==> src/rtl/serpent_xts_tweak_gen_pkg.sv <==
`default_nettype none
// ============================================================================
//  Module   : serpent_xts_pkg
//  Brief    : Shared types, constants and byte-order helper for the
//             Serpent-XTS tweak path.
//  Revision : 1.0  initial release
// ============================================================================
package serpent_xts_pkg;

    localparam int         BLOCK_W  = 128;
    localparam logic [7:0] XTS_POLY = 8'h87;

    typedef enum logic [1:0] {
        ST_IDLE   = 2'd0,
        ST_ENC    = 2'd1,
        ST_STREAM = 2'd2
    } state_e;

    // Bus byte k lives at bus[127-8k -: 8]; the integer form places byte k at
    // bits [8k +: 8]. The mapping is its own inverse.
    function automatic logic [BLOCK_W-1:0] byte_swap(input logic [BLOCK_W-1:0] x);
        logic [BLOCK_W-1:0] y;
        y = '0;
        for (int k = 0; k < BLOCK_W/8; k++) begin
            y[8*k +: 8] = x[BLOCK_W-1-8*k -: 8];
        end
        return y;
    endfunction

endpackage
`default_nettype wire

==> src/rtl/serpent_xts_tweak_gen_if.sv <==
`default_nettype none
// ============================================================================
//  Module   : serpent_xts_tweak_gen_if
//  Brief    : Sector request, encrypt-core and tweak-stream signals of the
//             XTS tweak generator. Names are from the generator's viewpoint.
//  Revision : 1.0  initial release
// ============================================================================
interface serpent_xts_tweak_gen_if;
    import serpent_xts_pkg::*;

    logic               i_sector_valid;
    logic [BLOCK_W-1:0] i_sector;
    logic               o_sector_ready;
    logic               o_enc_enable;
    logic [BLOCK_W-1:0] o_enc_data;
    logic [BLOCK_W-1:0] i_enc_data;
    logic               i_enc_valid;
    logic [BLOCK_W-1:0] o_tweak;
    logic               o_tweak_valid;
    logic               o_tweak_last;
    logic               i_tweak_ready;

    // Tweak generator side
    modport master (
        input  i_sector_valid, i_sector, i_enc_data, i_enc_valid, i_tweak_ready,
        output o_sector_ready, o_enc_enable, o_enc_data,
               o_tweak, o_tweak_valid, o_tweak_last
    );

    // Requester / core / whitening side
    modport slave (
        output i_sector_valid, i_sector, i_enc_data, i_enc_valid, i_tweak_ready,
        input  o_sector_ready, o_enc_enable, o_enc_data,
               o_tweak, o_tweak_valid, o_tweak_last
    );

endinterface
`default_nettype wire

==> src/rtl/serpent_xts_tweak_gen_mul_alpha.sv <==
`default_nettype none
// ============================================================================
//  Module   : xts_mul_alpha
//  Brief    : Multiply a bus-ordered 128-bit tweak by alpha in GF(2^128)
//             (x^128 + x^7 + x^2 + x + 1). Purely combinational.
//  Revision : 1.0  initial release
// ============================================================================
module xts_mul_alpha
    import serpent_xts_pkg::*;
(
    input  wire logic [BLOCK_W-1:0] i_tweak,
    output logic      [BLOCK_W-1:0] o_tweak
);

    logic [BLOCK_W-1:0] w_int;
    logic [BLOCK_W-1:0] w_mul;

    // Shift in integer form, fold the carried-out bit back with the polynomial
    assign w_int   = byte_swap(i_tweak);
    assign w_mul   = {w_int[BLOCK_W-2:0], 1'b0}
                   ^ {{(BLOCK_W-8){1'b0}}, (w_int[BLOCK_W-1] ? XTS_POLY : 8'h00)};
    assign o_tweak = byte_swap(w_mul);

endmodule
`default_nettype wire

==> src/rtl/serpent_xts_tweak_gen.sv <==
`default_nettype none
// ============================================================================
//  Module   : serpent_xts_tweak_gen
//  Brief    : Encrypts a data-unit number through the Serpent core (key2) to
//             obtain T0, then streams T0*alpha^j for j = 0..BLOCKS_PER_SECTOR-1.
//  Revision : 1.0  initial release
// ============================================================================
module serpent_xts_tweak_gen
    import serpent_xts_pkg::*;
#(
    parameter int BLOCKS_PER_SECTOR = 32
)
(
    input  wire logic              i_clk,
    input  wire logic              i_rstn,
    serpent_xts_tweak_gen_if.master xts
);

    localparam int                 c_CNT_W    = $clog2(BLOCKS_PER_SECTOR) + 1;
    localparam logic [c_CNT_W-1:0] c_LAST_CNT = c_CNT_W'(BLOCKS_PER_SECTOR - 1);

    localparam logic [1:0] c_IDLE   = ST_IDLE;
    localparam logic [1:0] c_ENC    = ST_ENC;
    localparam logic [1:0] c_STREAM = ST_STREAM;

    logic [1:0]         r_state;
    logic               r_enc_first;
    logic [BLOCK_W-1:0] r_enc_data;
    logic [BLOCK_W-1:0] r_tweak;
    logic [c_CNT_W-1:0] r_cnt;
    logic [BLOCK_W-1:0] w_tweak_next;
    logic               w_last;

    xts_mul_alpha u_mul_alpha (
        .i_tweak (r_tweak),
        .o_tweak (w_tweak_next)
    );

    assign w_last = (r_cnt == c_LAST_CNT);

    // Request capture, core wait (first ENC cycle masks stale valids) and tweak stepping
    always_ff @(posedge i_clk or negedge i_rstn) begin
        if (!i_rstn) begin
            r_state     <= c_IDLE;
            r_enc_first <= 1'b0;
            r_enc_data  <= '0;
            r_tweak     <= '0;
            r_cnt       <= '0;
        end else begin
            case (r_state)
                c_IDLE: begin
                    if (xts.i_sector_valid) begin
                        r_enc_data  <= xts.i_sector;
                        r_cnt       <= '0;
                        r_enc_first <= 1'b1;
                        r_state     <= c_ENC;
                    end
                end
                c_ENC: begin
                    r_enc_first <= 1'b0;
                    if (!r_enc_first && xts.i_enc_valid) begin
                        r_tweak <= xts.i_enc_data;
                        r_state <= c_STREAM;
                    end
                end
                c_STREAM: begin
                    if (xts.i_tweak_ready) begin
                        if (w_last) begin
                            r_state <= c_IDLE;
                        end else begin
                            r_tweak <= w_tweak_next;
                            r_cnt   <= r_cnt + 1'b1;
                        end
                    end
                end
                default: r_state <= c_IDLE;
            endcase
        end
    end

    assign xts.o_sector_ready = (r_state == c_IDLE);
    assign xts.o_enc_enable   = (r_state == c_ENC);
    assign xts.o_enc_data     = r_enc_data;
    assign xts.o_tweak        = r_tweak;
    assign xts.o_tweak_valid  = (r_state == c_STREAM);
    assign xts.o_tweak_last   = (r_state == c_STREAM) && w_last;

endmodule
`default_nettype wire

==> src/flat_wrapper.sv <==
// flat-port wrapper written by rule: the top's interface ports become plain ports
module serpent_xts_tweak_gen_flat import serpent_xts_pkg::*;
#(
    parameter int BLOCKS_PER_SECTOR = 32
)
  (i_clk, i_rstn, xts_i_sector_valid, xts_i_sector, xts_i_enc_data, xts_i_enc_valid, xts_i_tweak_ready, xts_o_sector_ready, xts_o_enc_enable, xts_o_enc_data, xts_o_tweak, xts_o_tweak_valid, xts_o_tweak_last);
  serpent_xts_tweak_gen_if xts_i ();
  input  wire logic i_clk;
  input  wire logic i_rstn;
  input wire logic [$bits(xts_i.i_sector_valid)-1:0] xts_i_sector_valid;
  input wire logic [$bits(xts_i.i_sector)-1:0] xts_i_sector;
  input wire logic [$bits(xts_i.i_enc_data)-1:0] xts_i_enc_data;
  input wire logic [$bits(xts_i.i_enc_valid)-1:0] xts_i_enc_valid;
  input wire logic [$bits(xts_i.i_tweak_ready)-1:0] xts_i_tweak_ready;
  output wire logic [$bits(xts_i.o_sector_ready)-1:0] xts_o_sector_ready;
  output wire logic [$bits(xts_i.o_enc_enable)-1:0] xts_o_enc_enable;
  output wire logic [$bits(xts_i.o_enc_data)-1:0] xts_o_enc_data;
  output wire logic [$bits(xts_i.o_tweak)-1:0] xts_o_tweak;
  output wire logic [$bits(xts_i.o_tweak_valid)-1:0] xts_o_tweak_valid;
  output wire logic [$bits(xts_i.o_tweak_last)-1:0] xts_o_tweak_last;
  assign xts_i.i_sector_valid = xts_i_sector_valid;
  assign xts_i.i_sector = xts_i_sector;
  assign xts_i.i_enc_data = xts_i_enc_data;
  assign xts_i.i_enc_valid = xts_i_enc_valid;
  assign xts_i.i_tweak_ready = xts_i_tweak_ready;
  assign xts_o_sector_ready = xts_i.o_sector_ready;
  assign xts_o_enc_enable = xts_i.o_enc_enable;
  assign xts_o_enc_data = xts_i.o_enc_data;
  assign xts_o_tweak = xts_i.o_tweak;
  assign xts_o_tweak_valid = xts_i.o_tweak_valid;
  assign xts_o_tweak_last = xts_i.o_tweak_last;
  serpent_xts_tweak_gen #(.BLOCKS_PER_SECTOR(BLOCKS_PER_SECTOR)) u_core (.i_clk(i_clk), .i_rstn(i_rstn), .xts(xts_i));
endmodule
==> config.mk <==
export PLATFORM = sky130hd
export DESIGN_NAME = serpent_xts_tweak_gen_flat
export DESIGN_NICKNAME = d
export VERILOG_FILES = /design/src/rtl/serpent_xts_tweak_gen_pkg.sv /design/src/rtl/serpent_xts_tweak_gen_if.sv /design/src/rtl/serpent_xts_tweak_gen_mul_alpha.sv /design/src/rtl/serpent_xts_tweak_gen.sv /design/src/flat_wrapper.sv
export SDC_FILE = /design/constraint.sdc
export NUM_CORES = 1
export LEC_CHECK = 0
export CORE_AREA = 2 2 202 204
export CTS_BUF_LIST = sky130_fd_sc_hd__clkbuf_2
export DETAILED_ROUTE_END_ITERATION = 10
export DIE_AREA = 0 0 204 206
export PLACE_DENSITY = 0.61
export SYNTH_ARGS = -nofsm -noshare
export SYNTH_HDL_FRONTEND = slang
export SYNTH_HIERARCHICAL = 1
export SYNTH_SLANG_ARGS = --single-unit
==> constraint.sdc <==
create_clock -name i_clk -period 1.5 [get_ports i_clk]
set_input_delay 0.375 -clock i_clk [delete_from_list [all_inputs] [get_ports i_clk]]
set_output_delay 0.375 -clock i_clk [all_outputs]
set_load 0.005 [all_outputs]
==> run metrics <==
status=finished with violations; failing checks=negative setup slack; hold wc startpoint=xts_i_enc_data[26]; Initial DRC Count=699; Reg2Reg Launch Point=u_core/r_cnt[1]$_DFFE_PN0P_; Total Nets Final=2574; clk buf depth=3; hold depth=3; GRT Overall Usage=23.34%; R2R Setup Slk=-1000 ps; most common cell after layout, fill and taps aside=buf_4; CP Max Fanout=5; layout cells sized above 1=39.86%; GRT overflow=0; CTS buffer count=76; DIE AREA=42020 µm²; Post-Synthesis Cells=1294; Vias per Instance=4.758; Pwr Density=1762 nW/µm²; mapped cell area=12410 µm²; fin crit period=2500 ps; DRC Markers=0; WP data arrival=3330 ps; Post-Place Cells=2224; Slew HR=71.91%; MaxCap Viol Count=0; DR WL/cell=20.28 µm; leakage=12.00 nW; first-pass detailed-route iteration total=5; drt total wl=58.69 mm; pre-CTS WS=-534.2 ps; CTS root buffer=clkbuf_2; antenna violations before repair=4; pin count of the biggest net entering global routing=57; maximum vdd drop=1.099 mV; Tcrit/Tclk final=166.7%; Hold Path Class=in2reg; top_reg_cell synth=dfrtp_1; Worst Tran Pin Value=421.3 ps; Power Total=0.04229 W; routability cong.=0.8556; Max Fclk=0.3999 GHz; WS Path Type=reg2reg; Routed Antenna Nets=0; first-pass GRT wire length=75.76 mm; Core Region=40180 µm²; CP endpoint kind=flop; sequential-to-total area share from yosys stat=53.44%; Final Max Tran Viols=0; IO Port Bufs=520; Final Setup Violations=477; CTS tree=yes; CP Launch Type=flop; vias in the first global route=13470; worst skew pair latency=960 ps; Syn-to-layout area delta=93.38%; Worst Skew=75.63 ps; post-synthesis register bit count=265; most frequent cells in the layout=268 x buf_4, 265 x nand2_1, 264 x dfrtp_1; H-tree depth=3; clock sinks=265; yosys warns=6; asr flop ratio synth=100.0%; r2r worst-path depth=15; FP Rows=74; non-filler cells, final=2894; Syn Nets=1556; Final Hold Fails=0; Critical Path RT=2330 ps; Via Count=13770; Netlist cell types=36; Post-synth EDFFs=0; Cell Area, Placed=17890 µm²; Die H=206 µm; Setup WS post-layout=-1000 ps; dpl hpwl=31.51 mm; die width=204 µm; unrepaired setup endpoints after global routing=yes; clock-pin slew on the worst setup and hold paths=110 ps; IO Count=521; Initial Util=30.88%; sink of the worst hold path=u_core/xts.o_tweak[26]$_DFFE_PN0P_; average cell area after synthesis=9.589 µm²; finished layout cell area=24000 µm²; RR Endpoint=u_core/xts.o_tweak[56]$_DFFE_PN0P_; fillers=3215
==> flip-flops by register name, summed over array words and instances, names as in the netlist <==
register / cells
u_core/r_cnt: 6
u_core/r_enc_first: 1
u_core/r_state: 2
u_core/xts.o_enc_data: 128
u_core/xts.o_tweak: 128
==> final cells by class <==
cell class                      count  area (µm²)  area share (%)
Tap cell                          532       665.6           2.774
Clock inverter                     20       130.1          0.5423
Inverter                            5       23.77         0.09907
Antenna cell                        1       2.502         0.01043
Timing Repair Buffer             1147       10940           45.57
Multi-Input combinational cell    817        5070           21.13
Clock buffer                      107       535.5           2.232
Sequential cell                   265        6633           27.64
==> report_power, final <==
group	leakage, nW	switching, W	internal, W	total, W
clock network	0.511	0.00332	0.00224	0.00556
logic	8.19	0.0110	0.0132	0.0241
registers	3.31	0.00212	0.0105	0.0126
total	12.0	0.0164	0.0259	0.0423
==> per-stage QoR <==
stage | hold slack (ps) | utilization, % | TNS, ps
2_1_floorplan | 79.41 | - | -106.3
3_3_place_gp | 327.0 | 44.53 | -77080
3_5_place_dp | 331.4 | 44.53 | -82350
4_1_cts | 2.194 | 53.94 | -249020
5_1_grt | 44.92 | 59.71 | -248250
6_report | 152.8 | 59.71 | -196700
==> worst max-delay path, cell delays in order (launching register included) <==
cell,delay (ps)
dfrtp_1,410
ha_4,170
nand3_4,90
buf_4,150
buf_6,110
buf_6,100
buf_6,100
buf_6,110
o211ai_4,230
buf_6,170
buf_12,140
buf_8,120
buf_12,100
buf_16,110
nand3_1,90
o21ai_1,160
==> what timing repair did <==
action,in CTS,in global routing
endpoints found under the hold margin,501,0
gates resized for setup,1150,264
cloned,16,32
pin swaps,20,116
hold buffers,239,0
buffers inserted,153,113
setup endpoints to repair,507,520
==> layer usage <==
metal / vias to the layer above / global-route usage [%] / share of wire, %
met5: - / 0 / 0.070
met4: 6 / 11.21 / 5.1
met3: 169 / 6.623 / 7.4
met2: 653 / 40.74 / 51
met1: 6694 / 26.29 / 36
li1: 6247 / - / -
==> worst max path at each step <==
| stage | depth (start not counted) | to | from | slack (ps) |
|---|---|---|---|---|
| after floorplan | 7 | u_core/xts.o_tweak[107]$_DFFE_PN0P_ | u_core/r_cnt[0]$_DFFE_PN0P_ | -5 |
| after detailed placement | 7 | u_core/xts.o_tweak[2]$_DFFE_PN0P_ | xts_i_enc_valid | -530 |
| final | 15 | u_core/xts.o_tweak[56]$_DFFE_PN0P_ | u_core/r_cnt[1]$_DFFE_PN0P_ | -1000 |
| after global routing | 14 | u_core/xts.o_tweak[57]$_DFFE_PN0P_ | u_core/r_cnt[1]$_DFFE_PN0P_ | -1090 |
| after CTS | 4 | xts_o_tweak_last | u_core/r_cnt[0]$_DFFE_PN0P_ | -1030 |
| after global placement | 7 | u_core/xts.o_tweak[94]$_DFFE_PN0P_ | xts_i_enc_valid | -470 |
==> Yosys cell counts, drive strengths merged, types with 2 or more instances <==
cell type | n | area share [%]
clkbuf | 31 | 0.94
and2 | 2 | 0.12
a21oi | 3 | 0.12
mux2i | 130 | 10
nor2 | 2 | 0.061
and3 | 3 | 0.15
nand2 | 390 | 12
nand2b | 3 | 0.21
a31oi | 2 | 0.10
buf | 178 | 10
o21ai | 137 | 5.8
inv | 4 | 0.12
nor2b | 2 | 0.10
nand3 | 130 | 5.3
dfrtp | 265 | 53
xor2 | 3 | 0.21
==> cell families after synthesis <==
| group | after synthesis | synth area share (%) |
|---|---|---|
| AOI/OAI and AO/OA | 146 | 6.343 |
| and+or+nand+nor | 535 | 17.89 |
| muxes | 130 | 10.49 |
| DFF | 265 | 53.44 |
| adders and majority gates | 1 | 0.1008 |
| buffers and inverters | 214 | 11.53 |
| xor gates and xnor gates | 3 | 0.2118 |
Note: power is estimated with default switching activity, not from simulation.
==> RTL change 1, RTL diff (same flow settings) <==
`BLOCKS_PER_SECTOR` is set to 32 in 2 places; all go to 64.
--- a/src/rtl/serpent_xts_tweak_gen.sv
+++ b/src/rtl/serpent_xts_tweak_gen.sv
@@ -9,5 +9,5 @@
     import serpent_xts_pkg::*;
 #(
-    parameter int BLOCKS_PER_SECTOR = 32
+    parameter int BLOCKS_PER_SECTOR = 64
 )
 (
--- a/src/flat_wrapper.sv
+++ b/src/flat_wrapper.sv
@@ -2,5 +2,5 @@
 module serpent_xts_tweak_gen_flat import serpent_xts_pkg::*;
 #(
-    parameter int BLOCKS_PER_SECTOR = 32
+    parameter int BLOCKS_PER_SECTOR = 64
 )
   (i_clk, i_rstn, xts_i_sector_valid, xts_i_sector, xts_i_enc_data, xts_i_enc_valid, xts_i_tweak_ready, xts_o_sector_ready, xts_o_enc_enable, xts_o_enc_data, xts_o_tweak, xts_o_tweak_valid, xts_o_tweak_last);
Behaviour: same outputs for any inputs over 4 cycles, from zero or initial values and one cycle with i_rstn low; that may be too few to reach the edited logic, so the function may still have changed.
==> RTL change 1 against the original RTL <==
The flow still finishes with violations (negative setup slack). Wire length fell by 2.9%. Setup slack improved by 200 ps. Largest power group unchanged. Area after synthesis fell by 3.3%. Non-clock buffer count fell by 70. Sequential cell count rose by 1. Final area fell by 5.8%. Maximum frequency rose by 8.8%. Synthesized cell count rose by 0.23%. Highest routed layer unchanged. Hold slack got worse by 5.2 ps. Clock power fell by 9.4%. First-iteration DRC count rose by 12%. Power fell by 4.1%.
==> RTL change 1: results (changes against the original RTL) <==
NumNets Final 2508 (was 2574); post-DR wirelength/cell 20.2 µm (was 20.3 µm); Sw Share 38.7% (was 38.8%); cell family with the largest share of critical-path delay flip-flops (was buffers and inverters); number of nets produced by synthesis 1559 (was 1556); arrival time of data at the critical path endpoint 1920 ps (was 3330 ps); post-synth cell types 39 (was 36); post-detailed-placement cell area 0.0173 mm² (was 0.0179 mm²); total iterations of the first detailed-routing run 7 (was 5); post-synthesis async set-or-reset flop share 100% (unchanged); maximum VDD drop 0.00103 V (was 0.00110 V); Clock Latency Late Sink 940 ps (was 960 ps); global-route wire length before repair 73300 µm (was 75800 µm); final weighted congestion in routability-driven placement 0.821 (was 0.856); number of instances in the synthesized netlist 1297 (was 1294); Hold Crit Endpoint u_core/xts.o_tweak[14]$_DFFE_PN0P_ (was u_core/xts.o_tweak[26]$_DFFE_PN0P_); synth cell count leaders nand2_1, dfrtp_1, nor2_1 (was nand2_1, dfrtp_1, mux2i_1); Worst Hold Path Cells 3 (unchanged); critical path peak fanout 2 (was 5); global router's overall resource usage 22.6% (was 23.3%); Lkg Pwr 10.7 nW (was 12.0 nW); Worst R2R Setup Slack -430 ps (was -1000 ps); total CTS buffers 75 (was 76); xor/xnor cell area share of the yosys netlist 0.219% (was 0.212%); slew at the pin closest to its max-slew limit 466 ps (was 421 ps); maximum number of pins on one net before global-route repair 65 (was 57); peak per-stage delay on the critical path 370 ps (was 410 ps); setup violators final 522 (was 477); setup_tns -135110 ps (was -196700 ps); DP Worst Slack -564 ps (was -534 ps); worst-case reg-to-reg path depth 9 (was 15); DP Wirelength 32000 µm (was 31500 µm); violated checks negative setup slack (unchanged); run status finished, violations left (unchanged); area fraction in compound gates after synthesis 14.8% (was 6.34%); top cells by area in the synthesized netlist dfrtp_1, nand2_1, buf_4 (was dfrtp_1, nand2_1, mux2i_1); Starting DRT DRC Count 784 (was 699); post-layout instance count excluding filler cells 2827 (was 2894); multiplexer area fraction after synthesis 0.177% (was 10.5%); sequential area share after synthesis 55.5% (was 53.4%); reg-to-reg endpoint u_core/xts.o_tweak[40]$_DFFE_PN0P_ (was u_core/xts.o_tweak[56]$_DFFE_PN0P_); start point of the worst min-delay path xts_i_enc_data[14] (was xts_i_enc_data[26]); vias after detailed routing 13500 (was 13800); Adder-Cell Fraction of Synth Area 0.104% (was 0.101%); share of final-layout standard cells stronger than drive strength 1 39.7% (was 39.9%); r2r startpoint u_core/r_state[0]$_DFFE_PN0P_ (was u_core/r_cnt[1]$_DFFE_PN0P_); Post-Route Skew 69.6 ps (was 75.6 ps); number of cells after detailed placement 2220 (was 2224); setup ws final -799 ps (was -1000 ps)
==> RTL change 1: timing repair <==
| action | CTS | global route |
|---|---|---|
| setup endpoints to repair | 451 | 525 |
| pin swaps | 6 | 44 |
| buffers inserted | 161 | 96 |
| gates cloned | 7 | 41 |
| hold buffers | 182 | 0 |
| hold endpoints to repair | 445 | 0 |
| resized for setup | 1143 | 156 |
==> RTL change 1: kinds of logic after synthesis <==
family,count (synthesis)
buffers and inverters,212
DFF,266
muxes,2
and+or+nand+nor,542
adders and majority gates,1
AOI/OAI and AO/OA,271
xor gates and xnor gates,3
==> RTL change 1: power groups by stage <==
stage	Combinational, W	Sequential [W]	Clock [W]
final	0.0229	0.0127	0.00504
after CTS	0.0183	0.0125	0.00521
after global routing	0.0244	0.0130	0.00566
after detailed placement	0.0165	0.0131	0
after global placement	0.0163	0.0131	0
after floorplan	0.00797	0.0130	0
==> RTL change 1: worst max-delay path by stage <==
stage                     depth (start not counted)  slack [ps]                                 end                         from
after detailed placement                          6        -560  u_core/xts.o_tweak[27]$_DFFE_PN0P_            xts_i_tweak_ready
after CTS                                         5       -1000                    xts_o_tweak_last  u_core/r_cnt[0]$_DFFE_PN0P_
after floorplan                                   7         -40  u_core/xts.o_tweak[27]$_DFFE_PN0P_  u_core/r_cnt[1]$_DFFE_PN0P_
after global placement                            6        -500  u_core/xts.o_tweak[29]$_DFFE_PN0P_            xts_i_tweak_ready
final                                             5        -800                    xts_o_tweak_last  u_core/r_cnt[1]$_DFFE_PN0P_
after global routing                              5        -980                    xts_o_tweak_last  u_core/r_cnt[1]$_DFFE_PN0P_
==> RTL change 1: per-layer routing <==
metal,vias to the layer above,track usage (%),share of wire [%]
met3,134,6.15,7.6
met5,-,0,0.028
met1,6503,26.0,38
met4,2,10.1,4.2
met2,691,39.4,50
li1,6133,-,-
==> RTL change 1: per-stage QoR <==
| step | hold slack (ps) | util [%] |
|---|---|---|
| after floorplan | 79.4 | - |
| after global placement | 306 | 43.1 |
| after detailed placement | 313 | 43.1 |
| after CTS | 1.08 | 50.5 |
| after global routing | 33.2 | 56.3 |
| final | 148 | 56.3 |
==> RTL change 1: cell type report <==
| class | count | area, µm² |
|---|---|---|
| Inverter | 2 | 10.0 |
| Fill cell | 3351 | 17600 |
| Tap cell | 532 | 666 |
| Sequential cell | 266 | 6660 |
| Antenna cell | 4 | 10.0 |
| Multi-Input combinational cell | 824 | 4820 |
| Clock buffer | 104 | 520 |
| Timing Repair Buffer | 1077 | 9850 |
| Clock inverter | 18 | 73.8 |
==> RTL change 1: worst register-to-register path: cells and delay by family, from the launching register on <==
kind,cells,cell delay (ps)
AOI/OAI and AO/OA,3,500
buffers and inverters,5,710
DFF,1,420
and+or+nand+nor,1,150
==> RTL change 2, RTL diff (same settings) <==
Made on the original files. Compare `r_cnt` against `c_LAST_CNT` with >= in place of ==.
--- a/src/rtl/serpent_xts_tweak_gen.sv
+++ b/src/rtl/serpent_xts_tweak_gen.sv
@@ -37,5 +37,5 @@
     );
 
-    assign w_last = (r_cnt == c_LAST_CNT);
+    assign w_last = (r_cnt >= c_LAST_CNT);
 
     // Request capture, core wait (first ENC cycle masks stale valids) and tweak stepping
Check against the original RTL: no difference found for any inputs over 4 cycles, from zero or initial values and one cycle with i_rstn low; that may be too few to reach the edited logic, so the function may still have changed.
==> RTL change 2 against the original RTL <==
The flow still finishes with violations (negative setup slack). Largest cell class unchanged. Count of clock-buffer cells in the layout grew 7. Global-route usage shrank 3.5 points. Area after synthesis decreased by 3.4%. Power down 0.57%. Maximum frequency increased by 7.4%. Highest routed layer unchanged. Core utilization down 2.7 points. Critical endpoint is now xts_o_tweak_last. Setup slack improved by 170 ps. Wire length fell by 13%. Synthesized cell count is 32% lower. Final area down 4.5%. Sequential cell count stayed put. Non-clock buffer count fell by 69. Largest power group unchanged.
==> RTL change 2: results (changes against the original RTL) <==
peak per-stage delay on the critical path 430 ps (was 410 ps); setup_tns -178510 ps (was -196700 ps); start point of the worst min-delay path xts_i_enc_data[64] (was xts_i_enc_data[26]); average vias per placed instance 4.66 (was 4.76); global-route wire length before repair 64500 µm (was 75800 µm); global router's overall resource usage 19.8% (was 23.3%); Post-Route Skew 93.5 ps (was 75.6 ps); r2r startpoint u_core/r_state[0]$_DFFE_PN0P_ (was u_core/r_cnt[1]$_DFFE_PN0P_); NumNets Final 2111 (was 2574); Lkg Pwr 10.4 nW (was 12.0 nW); Hold Crit Endpoint u_core/xts.o_tweak[64]$_DFFE_PN0P_ (was u_core/xts.o_tweak[26]$_DFFE_PN0P_); setup ws final -827 ps (was -1000 ps); Adder-Cell Fraction of Synth Area 0.104% (was 0.101%); number of cells after detailed placement 1820 (was 2224); met2 WL post-DR 25400 µm (was 29900 µm); Starting DRT DRC Count 485 (was 699); met2 track utilization from global routing 33.9% (was 40.7%); arrival time of data at the critical path endpoint 1950 ps (was 3330 ps); run status finished, violations left (unchanged); total CTS buffers 73 (was 76); violated checks negative setup slack (unchanged); maximum number of pins on one net before global-route repair 78 (was 57); number of fill cells 3321 (was 3215); met3 Use GR 5.64% (was 6.62%); sequential area share after synthesis 55.3% (was 53.4%); xor/xnor cell area share of the yosys netlist 0.219% (was 0.212%); post-detailed-placement cell area 0.0174 mm² (was 0.0179 mm²); number of nets produced by synthesis 1137 (was 1556); worst-case reg-to-reg path depth 8 (was 15); DRT met1 WL 20700 µm (was 21400 µm); cell family with the largest share of critical-path delay flip-flops (was buffers and inverters); number of cells upsized or downsized after cts 1159 (was 1150); top cells by area in the synthesized netlist dfrtp_1, mux2_2, o221a_1 (was dfrtp_1, nand2_1, mux2i_1); reg-to-reg endpoint u_core/xts.o_enc_data[15]$_DFFE_PN0P_ (was u_core/xts.o_tweak[56]$_DFFE_PN0P_); setup violators final 520 (was 477); crit path to xts_o_tweak_last (was u_core/xts.o_tweak[56]$_DFFE_PN0P_); Worst R2R Setup Slack -420 ps (was -1000 ps); power density normalized to cell area 1840 mW/mm² (was 1760 mW/mm²); Clock Latency Late Sink 990 ps (was 960 ps)
RTL change 2: cell count changes after synthesis, moves of 16 or more:
cell,before,now
o221a_1,0,120
nand2_1,389,4
o21ai_1,124,0
clkbuf_1,31,15
mux2i_1,130,1
mux2_2,0,131
nand3_1,129,1
nand2b_1,2,129
RTL change 2: layout make-up:
class                           count  area, µm²  share of cell area, %
Tap cell                          532        666                   2.91
Multi-Input combinational cell    429       4910                   21.5
Inverter                            2       7.51                 0.0328
Antenna cell                        7       17.5                 0.0765
Sequential cell                   265       6630                   29.0
Clock inverter                     13        105                  0.459
Clock buffer                      114        571                   2.49
Timing Repair Buffer             1078       9990                   43.6
RTL change 2: cells by family (layout without fill, tap and decap cells):
group / after synthesis / in the layout
buffers and inverters: 184 / 1207
flip-flops: 265 / 265
other: 0 / 7
adder cells (fa/ha/maj): 1 / 1
XOR/XNOR: 3 / 3
AND/OR/NAND/NOR: 152 / 152
multiplexers: 132 / 132
AO/OA/AOI/OAI: 138 / 141
